<file path="src/rtl/alu_sched_pkg.sv">
// Shared ALU definitions: op codes, flag bit positions and scheduler FSM states.
package alu_pkg;

  localparam logic [2:0] OP_ADD  = 3'd0;
  localparam logic [2:0] OP_OR   = 3'd1;
  localparam logic [2:0] OP_SAL  = 3'd2;
  localparam logic [2:0] OP_SAR  = 3'd3;
  localparam logic [2:0] OP_PASS = 3'd4;
  localparam logic [2:0] OP_DAA  = 3'd5;

  localparam int FLAG_Z = 0;
  localparam int FLAG_N = 1;
  localparam int FLAG_C = 2;
  localparam int FLAG_V = 3;

  typedef enum logic [1:0] {
    IDLE = 2'd0,
    EXEC = 2'd1,
    RESP = 2'd2
  } state_t;

endpackage

</file>
<file path="src/rtl/alu_sched_if.sv">
// Request/response bundle between the requesters, the result consumer and alu_sched.
interface alu_sched_if #(
  parameter int NREQ = 2,
  parameter int CNTW = 5,
  parameter int IDW  = 2
);
  logic [NREQ-1:0]      req_valid;
  logic [NREQ-1:0]      req_ready;
  logic [32*NREQ-1:0]   req_a;
  logic [32*NREQ-1:0]   req_b;
  logic [3*NREQ-1:0]    req_op;
  logic [CNTW*NREQ-1:0] req_cnt;
  logic                 resp_valid;
  logic                 resp_ready;
  logic [IDW-1:0]       resp_id;
  logic [31:0]          resp_data;
  logic [3:0]           resp_flags;

  modport master (
    output req_valid, req_a, req_b, req_op, req_cnt, resp_ready,
    input  req_ready, resp_valid, resp_id, resp_data, resp_flags
  );

  modport slave (
    input  req_valid, req_a, req_b, req_op, req_cnt, resp_ready,
    output req_ready, resp_valid, resp_id, resp_data, resp_flags
  );
endinterface

</file>
<file path="src/rtl/alu_sched_rr_arbiter.sv">
// Combinational round-robin arbiter: first valid at or above ptr, wrapping around.
module rr_arbiter #(
  parameter int NREQ = 2,
  parameter int IDW  = 2
) (
  input  logic [NREQ-1:0] valid_i,
  input  logic [IDW-1:0]  ptr_i,
  output logic [NREQ-1:0] gnt_o,
  output logic [IDW-1:0]  gnt_idx_o,
  output logic            gnt_any_o
);

  always_comb begin
    int unsigned idx;
    gnt_o     = '0;
    gnt_idx_o = '0;
    gnt_any_o = 1'b0;
    for (int unsigned k = 0; k < NREQ; k++) begin
      idx = (32'(ptr_i) + k) % NREQ;
      if (!gnt_any_o && valid_i[idx]) begin
        gnt_any_o    = 1'b1;
        gnt_o[idx]   = 1'b1;
        gnt_idx_o    = IDW'(idx);
      end
    end
  end

endmodule

</file>
<file path="src/rtl/alu_sched.sv">
// Shares one external combinational ALU between NREQ requesters, with round-robin
// grant, multi-pass feedback of the result into operand A and a held response.
module alu_sched
  import alu_pkg::*;
#(
  parameter int NREQ = 2,
  parameter int CNTW = 5,
  parameter int IDW  = 2
) (
  input  logic          clk,
  input  logic          rst_n,
  alu_sched_if.slave    bus,
  output logic [31:0]   alu_a,
  output logic [31:0]   alu_b,
  output logic [2:0]    alu_op,
  input  logic [31:0]   alu_out,
  input  logic [3:0]    alu_flags,
  output logic          busy
);

  state_t          state_q, state_d;
  logic [IDW-1:0]  rr_ptr_q, rr_ptr_d;
  logic [31:0]     acc_q, acc_d;
  logic [31:0]     breg_q, breg_d;
  logic [2:0]      opreg_q, opreg_d;
  logic [CNTW-1:0] rem_q, rem_d;
  logic [IDW-1:0]  id_q, id_d;
  logic [3:0]      flg_q, flg_d;

  logic [NREQ-1:0] gnt;
  logic [IDW-1:0]  gnt_idx;
  logic            gnt_any;
  logic [CNTW-1:0] cnt_sel;

  rr_arbiter #(.NREQ(NREQ), .IDW(IDW)) u_arb (
    .valid_i   (bus.req_valid),
    .ptr_i     (rr_ptr_q),
    .gnt_o     (gnt),
    .gnt_idx_o (gnt_idx),
    .gnt_any_o (gnt_any)
  );

  assign cnt_sel = bus.req_cnt[gnt_idx*CNTW +: CNTW];

  always_ff @(posedge clk or negedge rst_n) begin
    if (!rst_n) state_q <= IDLE;
    else        state_q <= state_d;
  end

  always_comb begin
    state_d = state_q;
    case (state_q)
      IDLE:    if (gnt_any) state_d = EXEC;
      EXEC:    if (rem_q == CNTW'(1)) state_d = RESP;
      RESP:    if (bus.resp_ready) state_d = IDLE;
      default: state_d = IDLE;
    endcase
  end

  // Datapath next-state; rem is loaded with at least 1 and leaves EXEC at 1, so it never wraps.
  always_comb begin
    rr_ptr_d = rr_ptr_q;
    acc_d    = acc_q;
    breg_d   = breg_q;
    opreg_d  = opreg_q;
    rem_d    = rem_q;
    id_d     = id_q;
    flg_d    = flg_q;
    case (state_q)
      IDLE: begin
        if (gnt_any) begin
          acc_d    = bus.req_a[gnt_idx*32 +: 32];
          breg_d   = bus.req_b[gnt_idx*32 +: 32];
          opreg_d  = bus.req_op[gnt_idx*3 +: 3];
          rem_d    = (cnt_sel == '0) ? CNTW'(1) : cnt_sel;
          id_d     = gnt_idx;
          rr_ptr_d = (gnt_idx == IDW'(NREQ-1)) ? '0 : gnt_idx + 1'b1;
        end
      end
      EXEC: begin
        acc_d = alu_out;
        flg_d = alu_flags;
        rem_d = rem_q - 1'b1;
      end
      default: ;
    endcase
  end

  always_ff @(posedge clk or negedge rst_n) begin
    if (!rst_n) begin
      rr_ptr_q <= '0;
      acc_q    <= '0;
      breg_q   <= '0;
      opreg_q  <= '0;
      rem_q    <= '0;
      id_q     <= '0;
      flg_q    <= '0;
    end else begin
      rr_ptr_q <= rr_ptr_d;
      acc_q    <= acc_d;
      breg_q   <= breg_d;
      opreg_q  <= opreg_d;
      rem_q    <= rem_d;
      id_q     <= id_d;
      flg_q    <= flg_d;
    end
  end

  always_comb begin
    bus.req_ready  = '0;
    bus.resp_valid = 1'b0;
    bus.resp_data  = acc_q;
    bus.resp_flags = flg_q;
    bus.resp_id    = id_q;
    alu_a          = '0;
    alu_b          = '0;
    alu_op         = '0;
    busy           = (state_q != IDLE);
    case (state_q)
      IDLE: bus.req_ready = gnt;
      EXEC: begin
        alu_a  = acc_q;
        alu_b  = breg_q;
        alu_op = opreg_q;
      end
      RESP: bus.resp_valid = 1'b1;
      default: ;
    endcase
  end

endmodule

</file>
<file path="src/flat_wrapper.sv">
// flat-port wrapper written by rule: the top's interface ports become plain ports
module alu_sched_flat import alu_pkg::*;
#(
  parameter int NREQ = 2,
  parameter int CNTW = 5,
  parameter int IDW  = 2
)
  (clk, rst_n, alu_a, alu_b, alu_op, alu_out, alu_flags, busy, bus_req_valid, bus_req_a, bus_req_b, bus_req_op, bus_req_cnt, bus_resp_ready, bus_req_ready, bus_resp_valid, bus_resp_id, bus_resp_data, bus_resp_flags);
  alu_sched_if #(.NREQ(NREQ), .CNTW(CNTW), .IDW(IDW)) bus_i ();
  input  logic clk;
  input  logic rst_n;
  output logic [31:0] alu_a;
  output logic [31:0] alu_b;
  output logic [2:0] alu_op;
  input  logic [31:0] alu_out;
  input  logic [3:0] alu_flags;
  output logic busy;
  input wire logic [$bits(bus_i.req_valid)-1:0] bus_req_valid;
  input wire logic [$bits(bus_i.req_a)-1:0] bus_req_a;
  input wire logic [$bits(bus_i.req_b)-1:0] bus_req_b;
  input wire logic [$bits(bus_i.req_op)-1:0] bus_req_op;
  input wire logic [$bits(bus_i.req_cnt)-1:0] bus_req_cnt;
  input wire logic [$bits(bus_i.resp_ready)-1:0] bus_resp_ready;
  output wire logic [$bits(bus_i.req_ready)-1:0] bus_req_ready;
  output wire logic [$bits(bus_i.resp_valid)-1:0] bus_resp_valid;
  output wire logic [$bits(bus_i.resp_id)-1:0] bus_resp_id;
  output wire logic [$bits(bus_i.resp_data)-1:0] bus_resp_data;
  output wire logic [$bits(bus_i.resp_flags)-1:0] bus_resp_flags;
  assign bus_i.req_valid = bus_req_valid;
  assign bus_i.req_a = bus_req_a;
  assign bus_i.req_b = bus_req_b;
  assign bus_i.req_op = bus_req_op;
  assign bus_i.req_cnt = bus_req_cnt;
  assign bus_i.resp_ready = bus_resp_ready;
  assign bus_req_ready = bus_i.req_ready;
  assign bus_resp_valid = bus_i.resp_valid;
  assign bus_resp_id = bus_i.resp_id;
  assign bus_resp_data = bus_i.resp_data;
  assign bus_resp_flags = bus_i.resp_flags;
  alu_sched #(.NREQ(NREQ), .CNTW(CNTW), .IDW(IDW)) u_core (.clk(clk), .rst_n(rst_n), .bus(bus_i), .alu_a(alu_a), .alu_b(alu_b), .alu_op(alu_op), .alu_out(alu_out), .alu_flags(alu_flags), .busy(busy));
endmodule
</file>
<file path="config.mk">
export PLATFORM = sky130hd
export DESIGN_NAME = alu_sched_flat
export DESIGN_NICKNAME = d
export VERILOG_FILES = /design/src/rtl/alu_sched_pkg.sv /design/src/rtl/alu_sched_if.sv /design/src/rtl/alu_sched_rr_arbiter.sv /design/src/rtl/alu_sched.sv /design/src/flat_wrapper.sv
export SDC_FILE = /design/constraint.sdc
export NUM_CORES = 1
export LEC_CHECK = 0
export ABC_AREA = 1
export BUFFER_PORTS_ARGS = -buffer_cell sky130_fd_sc_hd__buf_2
export CORE_MARGIN = 1
export CORE_UTILIZATION = 33
export CTS_BUF_LIST = sky130_fd_sc_hd__clkbuf_4 sky130_fd_sc_hd__clkbuf_8 sky130_fd_sc_hd__clkbuf_16
export DETAILED_ROUTE_END_ITERATION = 16
export PLACE_DENSITY_LB_ADDON = 0.25
export SLEW_MARGIN = 0
export SYNTH_ARGS = -nofsm -noshare
export SYNTH_HDL_FRONTEND = slang
export SYNTH_SLANG_ARGS = --single-unit
</file>
<file path="constraint.sdc">
create_clock -name clk -period 1.2 [get_ports clk]
set_input_delay 0.24 -clock clk [delete_from_list [all_inputs] [get_ports clk]]
set_output_delay 0.24 -clock clk [all_outputs]
set_load 0.005 [all_outputs]
</file>
==> reports/qor.csv, run 1 <==
metric,value,unit
outcome,"complete, but fails checks",
failing checks,setup timing,
Final Worst Setup Slack,-0.4923,ns
die area,15100,sq um
Lkg Pwr,4.949,nW
yosys warns,0,
Synth Register Bits,80,
final wirelength,19960,microns
vias in the first global route,5671,
PwrDens,2936,nW/um^2
Clock Latency Late Sink,0.34,ns
final hold violations,0,
Synth top area share,41.50,%
Finished Cell Area,9263,sq um
DR iter-0 viols,355,
CTS max path bufs,2,
overall power,0.02719,W
synth unique cells,27,
post-synthesis compound-gate area fraction,10.69,%
CTS tree,done,
Rows,43,
IO buf count,292,
Ports,294,
Max Slew Vio Count,0,
DR vias/cell,4.916,
global-route wire length before repair,28280,microns
RSZ-0062 raised after global routing,true,
"Arr. time, crit path",1.45,ns
mux contribution to synthesized area,0,%
CP Class,reg2out,
root buf cell,clkbuf_16,
number of CTS-inserted buffers,9,
Final ANT Viol Nets,0,
commonest cells in the netlist,"nand2_1, nor2_1, inv_1",
initial antenna violation count,0,
share of cells above drive strength 1,60.73,%
XOR/XNOR share of the synthesized area,0.1816,%
gp weighted congestion,0.8424,
Top Family by Delay on Critical Path,buffers and inverters,
crit end category,output pin,
Area Growth Syn to Fin,92.04,%
WL/cell,15.94,microns
# DRC,0,
Synth Net Count,885,
DPL Wire Length,11940,microns
clock tree sinks,80,
Starting Density,34.35,%
max_cap viols,0,
CP bufs+invs,4,
Final Skew,0.01262,ns
Layout fillers,1126,
largest area contributor in the netlist,dfrtp_1,
Critical Path Fanout Max,8,
Die X,122.9,microns
die height,122.9,microns
"Cell Area, Placed",7012,sq um
crit-path max cell delay,0.39,ns
diode count,0,
Critical Path Source Type,flip-flop,
gr ovfl total,0,
"Seq/Total Area, Yosys",41.50,%
Synth Instances,698,
core footprint,14040,sq um
Final Cycle Share,141.0,%
cells along the critical path,"inv_2, nand2_8, buf_12, clkbuf_16, nor2_2, buf_2",
Clock Pin Slew Worst Setup and Hold Paths,0.07,ns
Final setup violation count,151,
Synth Area in Adders,0.5188,%
largest cells by area after synthesis,"dfrtp_1, nand2_1, nor2_1",
"Core Util, Final",65.96,%
fin crit period,1.692,ns
largest family of logic cells by synthesized area,simple AND/OR/NAND/NOR gates,
CP Data Required Time,0.96,ns
Final #Nets,1254,
top_reg_cell synth,dfrtp_1,
DR vias,6155,
CP max stage cell,dfrtp_1,
HP Class,in2reg,
"EDFF count, synth",0,
Tot GR Track Use,24.54,%
Max VDD drop,0.001594,V
H-tree Lvls,3,
post-synthesis cell area,4823,sq um
Synth Area in Simple Gates,34.03,%
drt pass-1 iters,7,
syn avg cell area,6.910,sq um
asr flop ratio synth,100.0,%
largest net degree at the start of global routing,81,
most common cell in the netlist,nand2_1,
Max Freq,590.9,MHz
-- tightest hold or removal path: cells and delay by family --
| family | cells | cell delay, ns |
|---|---|---|
| simple gates | 2 | 0.08 |
| buf+inv | 1 | 0.07 |
-- registers in the layout, summed over array words and instances (netlist names) --
signal	count
u_core.breg_q	32
u_core.bus.resp_data	32
u_core.bus.resp_flags	4
u_core.bus.resp_id	1
u_core.opreg_q	3
u_core.rem_q	5
u_core.rr_ptr_q	1
u_core.state_q	2
-- final cells by class --
class                      count  area, sq um  area share [%]
multi-input combinational    483         3224           34.81
timing repair buffer         406         3151           34.01
sequential                    80         2004           21.64
inverter                      87        332.8           3.593
clock buffer                  10        232.7           2.512
tap                          180        225.2           2.431
clock inverter                 6        92.59          0.9996
-- where the power goes --
group          internal (W)  switching [W]
clock network       0.00186        0.00118
registers           0.00412        0.00118
logic               0.00953        0.00933
-- cells in the final DEF, fill, tap and decap left out, types with 2 or more instances in the layout --
cell | netlist | layout
a22oi_1 | 35 | 3
a22oi_2 | 0 | 32
a31oi_1 | 33 | 30
a31oi_2 | 0 | 2
buf_12 | 0 | 27
buf_16 | 0 | 18
buf_2 | 27 | 289
buf_4 | 5 | 47
buf_6 | 9 | 20
buf_8 | 0 | 2
bufinv_16 | 0 | 2
clkbuf_16 | 0 | 11
clkinvlp_4 | 0 | 3
dfrtp_1 | 80 | 78
dfrtp_2 | 0 | 2
ha_1 | 2 | 2
inv_1 | 82 | 81
inv_2 | 4 | 4
nand2_1 | 208 | 110
nand2_2 | 5 | 70
nand2_4 | 0 | 29
nand2_8 | 0 | 4
nand3_1 | 73 | 63
nand3_2 | 0 | 9
nand3b_1 | 3 | 3
nand4_1 | 2 | 2
nor2_1 | 108 | 41
nor2_2 | 2 | 40
nor2_4 | 0 | 29
o21ai_2 | 0 | 2
-- metal layers --
metal	GRT usage (%)	vias to the layer above	routed length (microns)
met5	0	-	0
met2	43.96	257	10440
met3	3.321	29	1136
met1	30.06	2911	7940
li1	-	2958	-
met4	8.384	0	441
-- metrics by stage --
step	setup WS, ns	std cells	hold slack, ns	TNS [ns]
after floorplan	-0.06447	698	-0.05559	-6.403
after global placement	-0.2377	1176	0.3092	-22.91
after detailed placement	-0.2939	1176	0.3105	-27.59
after CTS	-0.5085	1238	0.08056	-54.65
after global routing	-0.5514	1252	0.08120	-65.28
final	-0.4923	1252	0.08460	-57.11
-- cell families after synthesis --
logic type | count (synthesis)
AO/OA/AOI/OAI | 76
XOR/XNOR | 1
adder cells (fa/ha/maj) | 2
buffers and inverters | 135
flip-flops | 80
other | 1
AND/OR/NAND/NOR | 403
-- final timing paths --
path                                    start  depth (start not counted)  slack [ns]                        to
hold reg to reg             u_core.breg_q[21]                          2        0.48         u_core.breg_q[21]
setup / recovery            u_core.state_q[1]                          6       -0.49                 alu_b[29]
min in group asynchronous               rst_n                          3        0.45         u_core.breg_q[31]
setup reg to reg           u_core.rr_ptr_q[0]                          9       -0.40  u_core.bus.resp_data[24]
hold / removal                   alu_flags[0]                          3        0.08  u_core.bus.resp_flags[0]
max in group asynchronous               rst_n                          3        0.36         u_core.state_q[0]
-- timing repair --
item,CTS,global route
setup buffers,27,19
hold buffers,1,0
pin swaps,36,57
setup endpoints to repair,151,151
resized for setup,123,163
cloned,19,2
hold endpoints to repair,80,0
(Power assumes the default switching activity.)
==> inputs of run 2 (changes only) <==
--- a/config.mk
+++ b/config.mk
@@ -7,6 +7,7 @@
 export LEC_CHECK = 0
 export ABC_AREA = 1
 export BUFFER_PORTS_ARGS = -buffer_cell sky130_fd_sc_hd__buf_2
+export CORE_ASPECT_RATIO = 2
 export CORE_MARGIN = 1
 export CORE_UTILIZATION = 33
 export CTS_BUF_LIST = sky130_fd_sc_hd__clkbuf_4 sky130_fd_sc_hd__clkbuf_8 sky130_fd_sc_hd__clkbuf_16
==> run 2 against run 1 <==
The flow still finishes with violations (setup timing); sequential share of layout area grew 1.1 points; critical endpoint is now alu_b[10]; critical path depth unchanged; worst hold slack improved by 0.015 ns; setup slack gained 0.010 ns; clock skew up 0.00075 ns; register-to-register slack hardly changed; largest power group unchanged; sequential power down 3%; non-clock buffer count decreased by 10; utilization shrank 4.7 points.
==> reports/qor.csv, run 2 (synthesis gave the netlist of run 1 again) <==
metric,value,unit
Rows,62,
HP Class,in2reg,
Reg area,2002,sq um
H-tree Lvls,3,
WL/cell,15.35,microns
# DRC,0,
failing checks,setup timing,
Max VDD drop,0.001392,V
core footprint,14350,sq um
"commonest non-fill, non-tap cell in the layout",buf_2,
Clock Pin Slew Worst Setup and Hold Paths,0.07,ns
largest net degree at the start of global routing,79,
outcome,"complete, but fails checks",
root buf cell,clkbuf_16,
gp weighted congestion,0.8372,
Critical Path Fanout Max,8,
share of cells above drive strength 1,51.36,%
die height,173.0,microns
DPL Wire Length,12170,microns
Clock Latency Late Sink,0.34,ns
Final ANT Viol Nets,0,
"Arr. time, crit path",1.44,ns
die area,15130,sq um
DR vias/cell,4.819,
Starting Density,33.61,%
clock tree sinks,80,
CP Class,reg2out,
Final #Nets,1245,
CP Data Required Time,0.96,ns
Hold WS,0.09927,ns
Max Slew Vio Count,0,
crit end category,output pin,
Final Cycle Share,140.2,%
Ports,294,
global-route wire length before repair,28640,microns
vias in the first global route,5774,
fin crit period,1.682,ns
PwrDens,2902,nW/um^2
gr ovfl total,0,
Lkg Pwr,4.787,nW
max_cap viols,0,
CTS tree,done,
Critical Path Source Type,flip-flop,
drt pass-1 iters,5,
DR vias,6057,
RSZ-0062 raised after global routing,true,
"Core Util, Final",61.24,%
pre-CTS setup slack,-0.2794,ns
DR iter-0 viols,217,
final hold violations,0,
Layout fillers,1298,
most frequent cells in the layout,"buf_2, nand2_1, inv_1",
final wirelength,19300,microns
number of CTS-inserted buffers,9,
IO buf count,292,
multi-input combinational cell area,2893,sq um
CTS max path bufs,2,
Final Skew,0.01338,ns
Max Freq,594.5,MHz
Die X,87.49,microns
Area Growth Syn to Fin,82.20,%
Final setup violation count,151,
initial antenna violation count,2,
Tot GR Track Use,24.70,%
Final Worst Setup Slack,-0.4822,ns
run 2: cell type report:
cell class | instances | share of cell area (%)
Timing Repair Buffer | 396 | 34.18
Multi-Input combinational cell | 484 | 32.92
Sequential cell | 80 | 22.78
Inverter | 87 | 3.887
Clock buffer | 11 | 2.805
Tap cell | 192 | 2.733
Clock inverter | 5 | 0.6407
Antenna cell | 2 | 0.05695
run 2: path summary, 6_finish.rpt:
| path | startpoint | endpoint | slack [ns] | cells after the start |
|---|---|---|---|---|
| max in group asynchronous | rst_n | u_core.bus.resp_data[12] | 0.36 | 3 |
| hold reg to reg | u_core.breg_q[3] | u_core.breg_q[3] | 0.48 | 2 |
| setup / recovery | u_core.state_q[1] | alu_b[10] | -0.48 | 6 |
| min in group asynchronous | rst_n | u_core.opreg_q[0] | 0.23 | 2 |
| setup reg to reg | u_core.state_q[0] | u_core.breg_q[19] | -0.40 | 9 |
| hold / removal | alu_flags[1] | u_core.bus.resp_flags[1] | 0.1 | 3 |
run 2: critical path: stages (launching register included):
cell	delay, ns
dfrtp_1	0.39
inv_2	0.11
nand2_8	0.09
buf_12	0.15
buf_16	0.15
nor2_4	0.10
buf_6	0.10
run 2: layer usage:
metal	track usage (%)	vias to the layer above	wire (microns)
li1	-	2945	-
met3	3.723	37	870
met2	46.71	235	11140
met1	25.79	2840	6697
met5	0	-	0
met4	10.93	0	588
run 2: what timing repair did:
item / in CTS / in global routing
pin swaps: 19 / 19
setup endpoints to repair: 151 / 151
gates cloned: 14 / 4
resized for setup: 104 / 70
hold endpoints to repair: 80 / 0
hold buffers: 1 / 0
buffers inserted: 35 / 16
run 2: where the power goes:
group	switching (W)	internal [W]	total [W]
clock network	0.00111	0.00169	0.00279
registers	0.00101	0.00411	0.00512
logic	0.00861	0.00898	0.0176
total	0.0107	0.0148	0.0255
run 2: per-stage QoR:
stage	std cells	setup TNS (ns)	power [W]	instance area, sq um
6_report	1257	-58.10	0.02550	8788
5_1_grt	1257	-68.37	0.02732	8788
4_1_cts	1242	-54.27	0.02414	8392
3_5_place_dp	1178	-26.06	0.01632	6952
3_3_place_gp	1178	-22.90	0.01611	6952
2_1_floorplan	698	-6.403	0.01212	5097
==> inputs of run 3 (changes only) <==
--- a/config.mk
+++ b/config.mk
@@ -7,13 +7,14 @@
 export LEC_CHECK = 0
 export ABC_AREA = 1
 export BUFFER_PORTS_ARGS = -buffer_cell sky130_fd_sc_hd__buf_2
+export CAP_MARGIN = 20
 export CORE_ASPECT_RATIO = 2
 export CORE_MARGIN = 1
 export CORE_UTILIZATION = 33
-export CTS_BUF_LIST = sky130_fd_sc_hd__clkbuf_4 sky130_fd_sc_hd__clkbuf_8 sky130_fd_sc_hd__clkbuf_16
 export DETAILED_ROUTE_END_ITERATION = 16
 export PLACE_DENSITY_LB_ADDON = 0.25
 export SLEW_MARGIN = 0
 export SYNTH_ARGS = -nofsm -noshare
 export SYNTH_HDL_FRONTEND = slang
+export SYNTH_HIERARCHICAL = 1
 export SYNTH_SLANG_ARGS = --single-unit
==> run 3 against run 2 <==
The run still ends with setup timing left; die area is 2.6% lower; critical path type is now reg2reg; synthesized cell count is 12% lower; clock-buffer cell count decreased by 1; combinational power fell by 26%; via count decreased by 9.3%; sequential power down 10%; clock power rose by 2%; global-route usage fell by 0.37 points.
==> reports/qor.csv, run 3 <==
metric,value,unit
Die X,86.36,microns
number of CTS-inserted buffers,9,
non-filler instance count after layout,1175,
syn avg cell area,7.662,sq um
combinational fraction of design power,63.6,%
yosys warns,6,
RSZ-0062 raised after global routing,true,
Final setup violation count,151,
DPL Wire Length,12210,microns
"Arr. time, crit path",1.91,ns
die area,14740,sq um
drt pass-1 iters,5,
outcome,"complete, but fails checks",
internal power,0.01229,W
Starting Density,33.81,%
met3 routed WL,914,microns
DR vias/cell,4.677,
CTS tree,done,
DR vias,5495,
Critical Path Source Type,flip-flop,
Critical Path Fanout Max,5,
Tot GR Track Use,24.33,%
Finished Cell Area,8710,sq um
Max Freq,590.0,MHz
die height,170.7,microns
Final Worst Setup Slack,-0.4949,ns
Final Skew,0.007903,ns
Sw Share,39.86,%
Cell Count Post-Placement,1104,
global-route wire length before repair,26950,microns
Max VDD drop,0.001159,V
Worst Hold Launch,alu_flags[1],
CP Data Required Time,1.42,ns
clock tree sinks,81,
Rows,61,
CP Class,reg2reg,
largest net degree at the start of global routing,41,
# DRC,0,
Final #Nets,1166,
CTS max path bufs,2,
Clock Power Share,13.9,%
M1 WL,6341,microns
post-synthesis cell area,4697,sq um
H-tree Lvls,3,
Clock Latency Late Sink,0.33,ns
r2r startpoint,u_core/rr_ptr_q[0],
Final ANT Viol Nets,0,
crit end category,flip-flop,
met2 WL post-DR,10870,microns
max_cap viols,0,
most frequent cells in the layout,"buf_2, nand2_1, inv_1",
IO buf count,293,
share of cells above drive strength 1,54.27,%
pre-CTS setup slack,-0.4170,ns
Synth Instances,613,
failing checks,setup timing,
final wirelength,18790,microns
Seq pwr share,22.4,%
Clock Pin Slew Worst Setup and Hold Paths,0.07,ns
Max Slew Vio Count,0,
"Cell Area, Placed",7004,sq um
HP Class,in2reg,
gr ovfl total,0,
P_sw,0.008144,W
Ports,294,
Area Growth Syn to Fin,85.43,%
Synth Net Count,800,
final hold violations,0,
gp weighted congestion,0.8582,
vias in the first global route,5202,
top sig layer,met4,
core footprint,13890,sq um
Final Cycle Share,141.2,%
"commonest non-fill, non-tap cell in the layout",buf_2,
DR iter-0 viols,193,
Setup crit start,u_core/rr_ptr_q[0],
WL/cell,15.99,microns
setup TNS,-62.94,ns
initial antenna violation count,1,
root buf cell,clkbuf_16,
Lkg Pwr,4.581,nW
fin crit period,1.695,ns
PwrDens,2346,nW/um^2
[run 3: worst paths after layout]
path	end	slack, ns	depth (start not counted)
setup / recovery	u_core/breg_q[11]	-0.49	8
hold / removal	u_core/bus.resp_flags[1]	0.11	3
setup reg to reg	u_core/breg_q[11]	-0.49	8
hold reg to reg	u_core/bus.resp_flags[1]	0.48	2
max in group asynchronous	u_core/bus.resp_data[22]	0.46	3
min in group asynchronous	u_core/bus.resp_data[0]	0.28	2
[run 3: stage by stage]
stage / util, % / power, W / hold slack [ns]
after floorplan: - / 0.01032 / -0.05559
after global placement: 50.42 / 0.01413 / 0.07816
after detailed placement: 50.42 / 0.01425 / 0.08154
after CTS: 61.66 / 0.02000 / 0.09507
after global routing: 62.68 / 0.02172 / 0.1044
final: 62.70 / 0.02043 / 0.1092
[run 3: layer usage]
metal	track usage [%]	up-vias
met2	48.31	215
met3	3.473	41
li1	-	2679
met4	11.23	0
met5	0	-
met1	23.88	2560
[run 3: power by group through the flow]
| stage | logic (W) | clock network [W] | registers (W) |
|---|---|---|---|
| after floorplan | 0.00574 | 0 | 0.00458 |
| after global placement | 0.00959 | 0 | 0.00454 |
| after detailed placement | 0.00966 | 0 | 0.00459 |
| after CTS | 0.0125 | 0.00291 | 0.00456 |
| after global routing | 0.0140 | 0.00303 | 0.00472 |
| final | 0.0130 | 0.00284 | 0.00459 |
[run 3: area by class of cell]
type,instances,area [sq um]
antenna,2,5.005
clock buffer,10,239.0
clock inverter,6,66.31
fill,1278,5181
inverter,93,390.4
multi-input combinational,401,2726
sequential,81,2028
tap,189,236.5
timing repair buffer,393,3018
[run 3: critical path, stage by stage (launching register included)]
cell and delay (ns):
dfrtp_2 0.43, nor2_4 0.06, buf_6 0.12, nor2_4 0.20, buf_8 0.21, buf_12 0.12, buf_4 0.13, mux2i_1 0.23
o22ai_2 0.08
[run 3: repair_timing]
| item | in CTS | in global routing |
|---|---|---|
| setup buffers | 30 | 7 |
| hold buffers | 1 | 0 |
| gates resized for setup | 137 | 25 |
| hold endpoints to repair | 81 | 0 |
| setup endpoints to repair | 149 | 152 |
| pin swaps | 32 | 12 |
| gates cloned | 16 | 3 |
